--- config.mk ---
export PLATFORM = sky130hd
export DESIGN_NAME = nios_pio_out_pulse_flat
export DESIGN_NICKNAME = d
export VERILOG_FILES = /design/src/rtl/nios_pio_out_pulse_if.sv /design/src/rtl/nios_pio_out_pulse.sv /design/src/flat_wrapper.sv
export SDC_FILE = /design/constraint.sdc
export NUM_CORES = 1
export LEC_CHECK = 0
export CAP_MARGIN = 0
export CELL_PAD_IN_SITES_DETAIL_PLACEMENT = 1
export CELL_PAD_IN_SITES_GLOBAL_PLACEMENT = 1
export CORE_UTILIZATION = 23
export CTS_BUF_LIST = sky130_fd_sc_hd__clkbuf_4 sky130_fd_sc_hd__clkbuf_8
export CTS_CLUSTER_SIZE = 25
export DETAILED_ROUTE_END_ITERATION = 8
export HOLD_SLACK_MARGIN = 0.12
export PLACE_DENSITY_LB_ADDON = 0.1
export SLEW_MARGIN = 20
export SYNTH_ARGS = -nofsm -noshare
export SYNTH_HDL_FRONTEND = slang
export SYNTH_SLANG_ARGS = --single-unit
--- constraint.sdc ---
create_clock -name clk -period 1.4 [get_ports clk]
set_clock_uncertainty 0.1 [all_clocks]
set_input_delay 0.35 -clock clk [delete_from_list [all_inputs] [get_ports clk]]
set_output_delay 0.35 -clock clk [all_outputs]
set_load 0.1 [all_outputs]
--- src/rtl/nios_pio_out_pulse_if.sv ---
// nios_pio_out_pulse_if: Avalon-MM slave bus bundle for the output PIO.
interface nios_pio_out_pulse_if;
   localparam int unsigned AW = 3;
   localparam int unsigned DW = 32;

   logic [AW-1:0] address;
   logic          chipselect;
   logic          write_n;
   logic [DW-1:0] writedata;
   logic [DW-1:0] readdata;

   modport master (output address, chipselect, write_n, writedata, input readdata);
   modport slave  (input address, chipselect, write_n, writedata, output readdata);
endinterface

--- src/rtl/nios_pio_out_pulse.sv ---
// nios_pio_out_pulse: Avalon-MM output PIO with atomic set/clear and per-bit one-shot pulses.
// Define NIOS_PIO_PULSE_EN to include the pulse engine (PLEN and PULSE registers).
module nios_pio_out_pulse #(
   parameter int unsigned WIDTH       = 8,
   parameter logic [31:0] RESET_VALUE = '0,
   parameter int unsigned PULSE_W     = 16
) (
   input  logic                clk,
   input  logic                reset_n,
   nios_pio_out_pulse_if.slave bus,
   output logic [WIDTH-1:0]    out_port
);
   localparam int unsigned DW = 32;
   localparam logic [2:0] A_DATA  = 3'd0;
   localparam logic [2:0] A_PLEN  = 3'd2;
   localparam logic [2:0] A_PULSE = 3'd3;
   localparam logic [2:0] A_SET   = 3'd4;
   localparam logic [2:0] A_CLR   = 3'd5;
   localparam logic [WIDTH-1:0] RST_VAL = RESET_VALUE[WIDTH-1:0];

   logic             wr_c;
   logic [WIDTH-1:0] wd_bits;
   logic [WIDTH-1:0] data_q, data_d;
   logic [WIDTH-1:0] pulse_d;
   logic [WIDTH-1:0] out_q;
   logic [DW-1:0]    rdata_q, rdata_d;
   logic             unused_wd;

   assign wr_c      = bus.chipselect & ~bus.write_n;
   assign wd_bits   = bus.writedata[WIDTH-1:0];
   assign unused_wd = ^bus.writedata;

   // Data register: direct write plus atomic set/clear
   always_comb begin
      data_d = data_q;
      if (wr_c) begin
         case (bus.address)
            A_DATA:  data_d = wd_bits;
            A_SET:   data_d = data_q | wd_bits;
            A_CLR:   data_d = data_q & ~wd_bits;
            default: data_d = data_q;
         endcase
      end
   end

`ifdef NIOS_PIO_PULSE_EN
   typedef enum logic {IDLE = 1'b0, RUN = 1'b1} state_e;

   state_e             state_q, state_d;
   logic [PULSE_W-1:0] len_q, len_d;
   logic [PULSE_W-1:0] cnt_q, cnt_d;
   logic [WIDTH-1:0]   mask_q, mask_d;
   logic               trig_c;

   assign trig_c = wr_c && (bus.address == A_PULSE) && (len_q != '0) && (wd_bits != '0);

   always_ff @(posedge clk or negedge reset_n) begin
      if (!reset_n) begin
         state_q <= IDLE;
         len_q   <= '0;
         cnt_q   <= '0;
         mask_q  <= '0;
      end else begin
         state_q <= state_d;
         len_q   <= len_d;
         cnt_q   <= cnt_d;
         mask_q  <= mask_d;
      end
   end

   // Pulse engine: a trigger always wins over expiry and reloads the shared count
   always_comb begin
      state_d = state_q;
      len_d   = len_q;
      cnt_d   = cnt_q;
      mask_d  = mask_q;
      if (wr_c && (bus.address == A_PLEN)) begin
         len_d = bus.writedata[PULSE_W-1:0];
      end
      case (state_q)
         IDLE: begin
            if (trig_c) begin
               mask_d  = mask_q | wd_bits;
               cnt_d   = len_q;
               state_d = RUN;
            end
         end
         RUN: begin
            if (trig_c) begin
               mask_d = mask_q | wd_bits;
               cnt_d  = len_q;
            end else if (cnt_q == PULSE_W'(1)) begin
               mask_d  = '0;
               cnt_d   = '0;
               state_d = IDLE;
            end else begin
               cnt_d = cnt_q - PULSE_W'(1);
            end
         end
         default: state_d = IDLE;
      endcase
   end

   assign pulse_d = mask_d;
`else
   assign pulse_d = '0;
`endif

   // Read mux sampled every clock, independent of chipselect
   always_comb begin
      rdata_d = '0;
      case (bus.address)
         A_DATA:  rdata_d = DW'(data_q);
`ifdef NIOS_PIO_PULSE_EN
         A_PLEN:  rdata_d = DW'(len_q);
         A_PULSE: rdata_d = DW'(mask_q);
`endif
         default: rdata_d = '0;
      endcase
   end

   always_ff @(posedge clk or negedge reset_n) begin
      if (!reset_n) begin
         data_q  <= RST_VAL;
         out_q   <= RST_VAL;
         rdata_q <= '0;
      end else begin
         data_q  <= data_d;
         out_q   <= data_d | pulse_d;
         rdata_q <= rdata_d;
      end
   end

   assign out_port     = out_q;
   assign bus.readdata = rdata_q;
endmodule

--- src/flat_wrapper.sv ---
// flat-port wrapper written by rule: the top's interface ports become plain ports
module nios_pio_out_pulse_flat 
#(
   parameter int unsigned WIDTH       = 8,
   parameter logic [31:0] RESET_VALUE = '0,
   parameter int unsigned PULSE_W     = 16
)
  (clk, reset_n, out_port, bus_address, bus_chipselect, bus_write_n, bus_writedata, bus_readdata);
  nios_pio_out_pulse_if bus_i ();
  input  logic clk;
  input  logic reset_n;
  output logic [WIDTH-1:0] out_port;
  input wire logic [$bits(bus_i.address)-1:0] bus_address;
  input wire logic [$bits(bus_i.chipselect)-1:0] bus_chipselect;
  input wire logic [$bits(bus_i.write_n)-1:0] bus_write_n;
  input wire logic [$bits(bus_i.writedata)-1:0] bus_writedata;
  output wire logic [$bits(bus_i.readdata)-1:0] bus_readdata;
  assign bus_i.address = bus_address;
  assign bus_i.chipselect = bus_chipselect;
  assign bus_i.write_n = bus_write_n;
  assign bus_i.writedata = bus_writedata;
  assign bus_readdata = bus_i.readdata;
  nios_pio_out_pulse #(.WIDTH(WIDTH), .RESET_VALUE(RESET_VALUE), .PULSE_W(PULSE_W)) u_core (.clk(clk), .reset_n(reset_n), .bus(bus_i), .out_port(out_port));
endmodule
==> parameters.txt, run 1 <==
Parameter                              Value

Setup path
  Longest individual stage delay on the worst path    440 ps
  Buf+Inv Stages, Crit Path    1
  Reg-to-reg startpoint    u_core.data_q[5]
  Cells along the critical path    buf_12
  Data required time at the worst endpoint    ~950 ps
  Crit Path Class    register to output pin
  Library cell contributing the largest single delay on the critical path    dfrtp_2
  Worst endpoint data arrival time    860 ps
  Type of destination of the critical path    output pin
  Endpoint of the worst-slack reg-to-reg timing path    u_core.data_q[5]
  Minimum setup slack among reg-to-reg paths    360 ps
  Crit path launch type    register
  Biggest fanout along the worst timing path    4
  Largest delay share family, worst path    flip-flops
  R2r worst-path depth    3

Layout
  Total inserted antenna cells    0
  Fillcell total    423
  Area growth from synthesis to layout    61.3%
  Count of nets after finishing    166
  Combined area of the multi-input logic cells    387 µm²
  Storage element area    410 µm²
  Layout cell share with drive strength beyond 1    31.7%

Outcome
  Outcome    finished clean

Power and ir drop
  Static Leakage    0.654 nW
  Part of the total power dissipated in combinational logic    58.5%
  PD cells    1780 mW/mm²
  Int Pwr    1.23 mW
  Sw frac    between 50% and 60%
  Part of the power in registers    26.6%
  Psw    1.31 mW
  Clock group share of total power    between 10% and 20%
  Maximum resistive drop on vdd    503 µV

Place
  Number of port buffers    30
  Worst slack at placement    -457 ps
  Post-detailed-placement half-perimeter wirelength    1550 µm
  Global placer's final weighted congestion    0.675

GRT
  Total GRT Usage    10.9%
  Largest net degree at the start of global routing    17
  Number of antenna violations at the first check in global routing    0
  Wire length of the first global-routing pass    3350 µm
  Total global routing overflow    0
  Via count of the first global-routing pass    about 730

Synthesis
  Count of different cell masters after synthesis    14
  Fraction of the yosys area taken by sequential cells    45.3%
  Simple-gate share of the synthesized area    20.4%
  Count of warnings emitted by yosys    0
  Combinational family with the most area after synthesis    buffers and inverters
  Area fraction in compound gates after synthesis    11.8%
  Mapped Cells    88
  Parity-gate share of the synthesized area counting xor and xnor cells    0%
  Multiplexer area fraction after synthesis    0%
  Adder and majority gate portion of the synthesized area    0%
  Flop and latch count out of synthesis    16
  Avg Cell Area, Syn    10.0 µm²
  Combined area of all synthesized cells    883 µm²

Routing
  Pre-Repair DR Iteration Count    4
  Post-route DRC violation count    0
  Detailed-route wire length    between 2000 and 2500 µm
  Wire length per cell after detailed routing    11.9 µm
  Drt via density    a little over 4
  Vias    702
  Count of antenna-violating nets left after detailed routing    0
  Iteration-0 DRC Markers    11

Min path
  Worst hold path type    primary input to asynchronous set/reset pin

STA
  Number of endpoints failing setup at the final stage    0
  Final Hold Violating Endpoints    0
  Setup repair after global routing missed its margin    false
  Setup total negative slack    0 ps
  Upper clock frequency limit    between 700 and 800 MHz
  Time the final worst path needs with I/O delays and setup    1310 ps
  Fin crit share    93.9%
  Worst Slack Setup Final    85.7 ps
  WHS    320 ps
  Final Max Slew Viols    0

Clock network
  TritonCTS clock tree    built
  H-tree levels    1
  Buffer levels on the longest clock path    2
  Clock edge transition at the registers on the reported setup and hold paths    70 ps
  Number of buffers inserted by hold repair at cts    0
  Number of CTS-inserted buffers    3
  Root buffer cell    clkbuf_8
  Number of clock sinks seen by CTS    16
  Clock insertion delay at the later pin of the skew report    250 ps
  Number of setup buffers added after CTS    0

Floorplan
  Core area    0.00366 mm²
  X dimension of the die    64.0 µm
  Top-level I/O count    79
  Die extent in y    64.0 µm
  Area of the die    0.00409 mm²
  Initial core utilization    24.1%
  Number of rows in the core area    22

Job
  Max-Cap Viols    0
state kept, by name, indices dropped and copies added (netlist names):
register	cells
u_core.bus.readdata	8
u_core.data_q	8
logic make-up after synthesis:
family	Yosys count
and+or+nand+nor	29
buffers and inverters	26
AOI/OAI and AO/OA	16
DFF	16
other	1
worst max-delay path by stage:
stage,depth (start not counted),slack (ps),end,start
after global placement,5,-400,u_core.data_q[0],bus_address[1]
after detailed placement,5,-460,u_core.data_q[4],bus_address[1]
final,1,90,out_port[1],u_core.data_q[1]
after CTS,4,40,u_core.data_q[5],bus_address[2]
after global routing,4,9,u_core.data_q[2],bus_address[2]
after floorplan,0,70,bus_readdata[0],u_core.bus.readdata[0]
metal layers:
layer | routed length [µm] | GRT usage (%)
met2 | 1100 | 19.9
met3 | 134 | 1.25
met4 | 27 | 5.97
met1 | 803 | 12.0
met5 | 0 | 0
area by class of cell:
class | count | area share (%)
sequential | 16 | 28.8
timing repair buffer | 37 | 36.4
clock buffer | 4 | 3.42
multi-input combinational | 69 | 27.1
tap | 48 | 4.21
Yosys cell counts:
library cell / n / share of area [%]
and2_1: 8 / 5.7
conb_1: 1 / 0.42
or3b_1: 1 / 0.99
buf_1: 1 / 0.42
nor2b_1: 10 / 7.1
dfrtp_1: 16 / 45
nand2_1: 8 / 3.4
o21ai_2: 1 / 0.99
buf_4: 24 / 20
buf_6: 1 / 1.3
nor4b_4: 1 / 2.7
nor3_1: 1 / 0.57
a22oi_1: 8 / 6.8
o21ai_1: 7 / 4.0
layout by cell type, fill, tap and decap left out:
cell type,count
dfrtp_1,8
nor3_1,1
dlygate4sd2_1,4
buf_6,3
a22oi_1,8
conb_1,24
clkbuf_8,3
nor2b_1,8
dfrtp_2,8
nor4b_4,1
and2_1,8
clkdlybuf4s50_1,10
nor2b_4,1
or3b_4,1
buf_4,4
o21ai_1,7
nor2b_2,1
nand2_1,8
o21ai_2,1
clkbuf_4,1
buf_12,16
through the flow:
step                      cell area, µm²  util (%)  cells  power, mW
final                               1430      38.9    174       2.54
after global routing                1430      38.9    174       2.63
after CTS                           1420      38.8    174       2.56
after detailed placement            1360      37.1    170       2.18
after global placement              1360      37.1    170       2.16
after floorplan                      980         -    111       1.70
what timing repair did:
item | 4_1_cts | 5_1_grt
pin swaps | 4 | 0
gates cloned | 0 | 0
setup endpoints to repair | 8 | 7
resized for setup | 10 | 1
power by group through the flow:
stage               registers [mW]  clock network (mW)  logic [mW]
floorplan                     1.25                   0       0.456
global placement             0.685                   0        1.47
detailed placement           0.690                   0        1.49
CTS                          0.681               0.391        1.49
global route                 0.691               0.414        1.53
finish                       0.677               0.377        1.49
No activity file was read; power rests on OpenSTA's default activity.
==> run 2, diff against run 1 <==
Settings changed: CORE_ASPECT_RATIO from default to 0.8, CORE_MARGIN from default to 2.
==> run 2 against run 1 <==
First-iteration DRC count grew to 3.3 times the previous value. Clock-buffer cell count shrank 1. Hold slack improved by 3.0 ps. Clock power fell by 10%. Die area is 6.4% higher. Register-to-register slack barely moved. Critical path type unchanged.
==> parameters.txt, run 2 (same netlist as run 1, synthesis figures left out) <==
Parameter                              Value

GRT
  Total global routing overflow    0
  Largest net degree at the start of global routing    17
  Total GRT Usage    10.1%
  Number of antenna violations at the first check in global routing    0
  Wire length of the first global-routing pass    between 3000 and 4000 µm
  Via count of the first global-routing pass    664

Layout
  Area growth from synthesis to layout    60.5%
  Number of standard cells in the final layout excluding fillers    approximately 170
  Count of nets after finishing    approximately 170
  Top library cells by usage in the layout, fill and taps aside    conb_1 (24), buf_12 (16), clkdlybuf4s50_1 (9)
  Leading cell type in the layout, fill and taps excluded    conb_1
  Total inserted antenna cells    0
  Layout cell share with drive strength beyond 1    34.7%
  Post-Route Utilization    38.0%

Power and ir drop
  PD cells    1770 mW/mm²
  Static Leakage    0.658 nW
  Maximum resistive drop on vdd    753 µV

Setup path
  Buf+Inv Stages, Crit Path    1
  Library cell contributing the largest single delay on the critical path    dfrtp_2
  Longest individual stage delay on the worst path    440 ps
  Minimum setup slack among reg-to-reg paths    ~360 ps
  Cells along the critical path    buf_12
  R2r worst-path depth    3
  Data required time at the worst endpoint    950 ps
  Crit Path Class    register to output pin
  Endpoint of the worst-slack reg-to-reg timing path    u_core.data_q[5]
  Crit path launch type    register
  Biggest fanout along the worst timing path    4
  Worst endpoint data arrival time    870 ps
  Type of destination of the critical path    output pin
  Largest delay share family, worst path    flip-flops
  Reg-to-reg startpoint    u_core.data_q[5]

Clock network
  Number of buffers inserted by hold repair at cts    0
  Number of clock sinks seen by CTS    16
  TritonCTS clock tree    built
  Number of CTS-inserted buffers    3
  Clock insertion delay at the later pin of the skew report    250 ps
  H-tree levels    1
  Buffer levels on the longest clock path    2
  Root buffer cell    clkbuf_8
  Clock edge transition at the registers on the reported setup and hold paths    approximately 60 ps
  Number of setup buffers added after CTS    0

Floorplan
  Area of the die    between 0.004 and 0.005 mm²
  Die extent in y    59.4 µm
  X dimension of the die    73.3 µm
  Core area    0.00373 mm²
  Number of rows in the core area    20
  Initial core utilization    23.7%
  Top-level I/O count    79

Routing
  Vias    676
  Post-route DRC violation count    0
  Pre-Repair DR Iteration Count    4
  Drt via density    4.02
  Detailed-route wire length    2000 µm
  Iteration-0 DRC Markers    36
  Count of antenna-violating nets left after detailed routing    0
  Wire length per cell after detailed routing    11.9 µm

Job
  Max-Cap Viols    0

Place
  Total placed cells including tap cells    around 170
  Post-detailed-placement half-perimeter wirelength    1520 µm
  Global placer's final weighted congestion    0.665
  Worst slack at placement    -588 ps
  Number of port buffers    30

STA
  Worst Slack Setup Final    80.6 ps
  Final Max Slew Viols    0
  Setup repair after global routing missed its margin    false
  Fin crit share    94.2%
  Final Hold Violating Endpoints    0
  Time the final worst path needs with I/O delays and setup    1320 ps
  Upper clock frequency limit    ~760 MHz
  Number of endpoints failing setup at the final stage    0

Min path
  Worst hold path type    primary input to asynchronous set/reset pin

Outcome
  Outcome    finished clean
run 2: area by class of cell:
type / instances / area, µm²
Fill cell: 418 / 2310
Sequential cell: 16 / 410
Timing Repair Buffer: 36 / 503
Multi-Input combinational cell: 69 / 408
Clock buffer: 3 / 41.3
Tap cell: 44 / 55.1
run 2: worst max path at each step:
stage / startpoint / end / cells after the start
after floorplan: u_core.bus.readdata[0] / bus_readdata[0] / 0
after global placement: bus_address[0] / u_core.data_q[2] / 5
after detailed placement: bus_address[0] / u_core.data_q[7] / 5
after CTS: bus_address[2] / u_core.data_q[5] / 4
after global routing: u_core.data_q[2] / out_port[2] / 1
final: u_core.data_q[4] / out_port[4] / 1
run 2: per-layer routing:
metal	global-route usage, %	vias to the layer above	part of all wire, %
li1	-	316	-
met2	17.2	31	50
met1	11.6	327	40
met5	0	-	0
met3	4.59	2	9.0
met4	2.38	0	0.45
run 2: repair_timing:
action / CTS / global route
setup endpoints to repair: 16 / 12
cloned: 0 / 0
gates resized for setup: 14 / 3
endpoints found under the hold margin: 0 / 0
pin swaps: 2 / 0
run 2: power breakdown:
group          switching, mW  internal [mW]  leakage (nW)  total [mW]
combinational           1.04          0.447         0.440        1.48
sequential             0.123          0.562         0.196       0.685
clock                  0.149          0.191        0.0216       0.339
total                   1.31           1.20         0.658        2.51
run 2: through the flow:
stage	power, mW	setup TNS (ps)	hold slack (ps)	cell area [µm²]
final	2.51	0	323	1420
after global routing	2.61	0	345	1420
after CTS	2.54	0	330	1420
after detailed placement	2.17	-8390	445	1350
after global placement	2.16	-7660	435	1350
after floorplan	1.70	0	-45.6	980
==> run 3, diff against run 2 <==
Settings changed: CORE_MARGIN 2 to 5.
==> run 3 against run 2 <==
Clock power up 13%. Flip-flop and latch count unchanged. Via count up 3.0%. Cell count up 1.8%. Non-clock buffer count up 2. Hold slack better by 16 ps. Register-to-register slack worse by 20 ps. Power up 1.8%. Cell area up 0.26%. Sequential power down 0.9%. Largest power group unchanged.
==> parameters.txt, run 3 (same netlist as run 1, synthesis figures left out) <==
Parameter                              Value

Layout
  Area growth from synthesis to layout    60.9%
  Top library cells by usage in the layout, fill and taps aside    conb_1 (24), buf_12 (16), clkdlybuf4s50_1 (10)
  Count of nets after finishing    167
  Layout cell share with drive strength beyond 1    between 30 and 40%
  Total inserted antenna cells    0
  Leading cell type in the layout, fill and taps excluded    conb_1
  Fillcell total    435

Power and ir drop
  PD cells    1800 mW/mm²
  Clock group share of total power    approximately 15%
  Sw frac    51.9%
  Part of the power in registers    26.6%
  Int Pwr    around 1.2 mW
  Psw    1.33 mW
  Part of the total power dissipated in combinational logic    58.4%
  Static Leakage    0.660 nW
  Maximum resistive drop on vdd    719 µV
  Tot Pwr    2.55 mW

Setup path
  Biggest fanout along the worst timing path    4
  Crit path launch type    register
  Minimum setup slack among reg-to-reg paths    340 ps
  Cells along the critical path    buf_12
  Crit Path Class    register to output pin
  Library cell contributing the largest single delay on the critical path    dfrtp_2
  R2r worst-path depth    3
  Longest individual stage delay on the worst path    450 ps
  Type of destination of the critical path    output pin
  Data required time at the worst endpoint    950 ps
  Endpoint of the worst-slack reg-to-reg timing path    u_core.data_q[7]
  Launch point of the worst path    u_core.data_q[7]
  Reg-to-reg startpoint    u_core.data_q[7]
  Worst endpoint data arrival time    870 ps
  Buf+Inv Stages, Crit Path    1
  Largest delay share family, worst path    flip-flops

Floorplan
  X dimension of the die    slightly below 80 µm
  Die extent in y    65.4 µm
  Area of the die    approximately 0.0052 mm²
  Number of rows in the core area    20
  Initial core utilization    23.5%
  Core area    0.00375 mm²
  Top-level I/O count    79

GRT
  Total GRT Usage    9.61%
  Number of antenna violations at the first check in global routing    0
  Via count of the first global-routing pass    between 700 and 800
  Wire length of the first global-routing pass    between 3000 and 4000 µm
  Total global routing overflow    0
  Largest net degree at the start of global routing    17

Clock network
  TritonCTS clock tree    built
  Buffer levels on the longest clock path    2
  Number of CTS-inserted buffers    3
  Clock edge transition at the registers on the reported setup and hold paths    ~70 ps
  Root buffer cell    clkbuf_8
  H-tree levels    1
  Number of clock sinks seen by CTS    16
  Number of buffers inserted by hold repair at cts    0
  Clock insertion delay at the later pin of the skew report    between 200 and 300 ps

STA
  Setup total negative slack    0 ps
  Upper clock frequency limit    755 MHz
  Setup repair after global routing missed its margin    false
  Time the final worst path needs with I/O delays and setup    1320 ps
  Final Max Slew Viols    0
  Number of endpoints failing setup at the final stage    0
  WHS    339 ps
  Fin crit share    94.6%
  Final Hold Violating Endpoints    0

Job
  Max-Cap Viols    0

Routing
  Iteration-0 DRC Markers    12
  Vias    696
  Detailed-route wire length    2370 µm
  Count of antenna-violating nets left after detailed routing    0
  Post-route DRC violation count    0
  Pre-Repair DR Iteration Count    4
  Wire length per cell after detailed routing    13.8 µm
  Drt via density    4.07

Outcome
  Outcome    finished clean

Place
  Number of port buffers    30
  Post-detailed-placement half-perimeter wirelength    1710 µm
  Global placer's final weighted congestion    0.722

Min path
  Worst hold path type    primary input to asynchronous set/reset pin
[run 3: final cells by class]
| cell class | instances | area, µm² | area share, % |
|---|---|---|---|
| sequential | 16 | 410 | 28.9 |
| tap | 44 | 55.1 | 3.87 |
| multi-input combinational | 69 | 392 | 27.6 |
| timing repair buffer | 38 | 515 | 36.3 |
| clock buffer | 4 | 48.8 | 3.43 |
[run 3: per-layer routing]
| layer | track usage (%) | up-vias | share of wire [%] |
|---|---|---|---|
| met5 | 0 | - | 0 |
| met4 | 2.79 | 0 | 0.42 |
| met3 | 2.47 | 2 | 6.2 |
| met2 | 16.0 | 31 | 48 |
| met1 | 12.3 | 345 | 45 |
| li1 | - | 318 | - |
[run 3: stage by stage]
| stage | setup WS (ps) | instances | util (%) | cell area (µm²) |
|---|---|---|---|---|
| 4_1_cts | 63.5 | 171 | 37.9 | 1420 |
| 3_3_place_gp | -508 | 165 | 35.8 | 1350 |
| 3_5_place_dp | -574 | 165 | 35.8 | 1350 |
| 6_report | 75.1 | 171 | 37.9 | 1420 |
| 2_1_floorplan | 66.7 | 111 | - | 980 |
| 5_1_grt | 11.7 | 171 | 37.9 | 1420 |
[run 3: power groups by stage]
stage	sequential, mW	combinational (mW)	clock (mW)
floorplan	1.25	0.456	0
global placement	0.689	1.48	0
detailed placement	0.689	1.49	0
CTS	0.683	1.50	0.400
global route	0.701	1.54	0.427
finish	0.679	1.49	0.384
[run 3: worst max-delay path by stage]
stage | endpoint | slack (ps) | cells past startpoint
floorplan | bus_readdata[0] | 70 | 0
CTS | out_port[7] | 60 | 1
finish | out_port[7] | 80 | 1
detailed placement | u_core.data_q[3] | -570 | 4
global route | u_core.data_q[6] | 10 | 4
global placement | u_core.data_q[3] | -510 | 5
[run 3: timing repair]
item / in CTS / in global routing
resized for setup: 9 / 0
buffers inserted: 2 / 0
endpoints found under the setup margin: 10 / 0
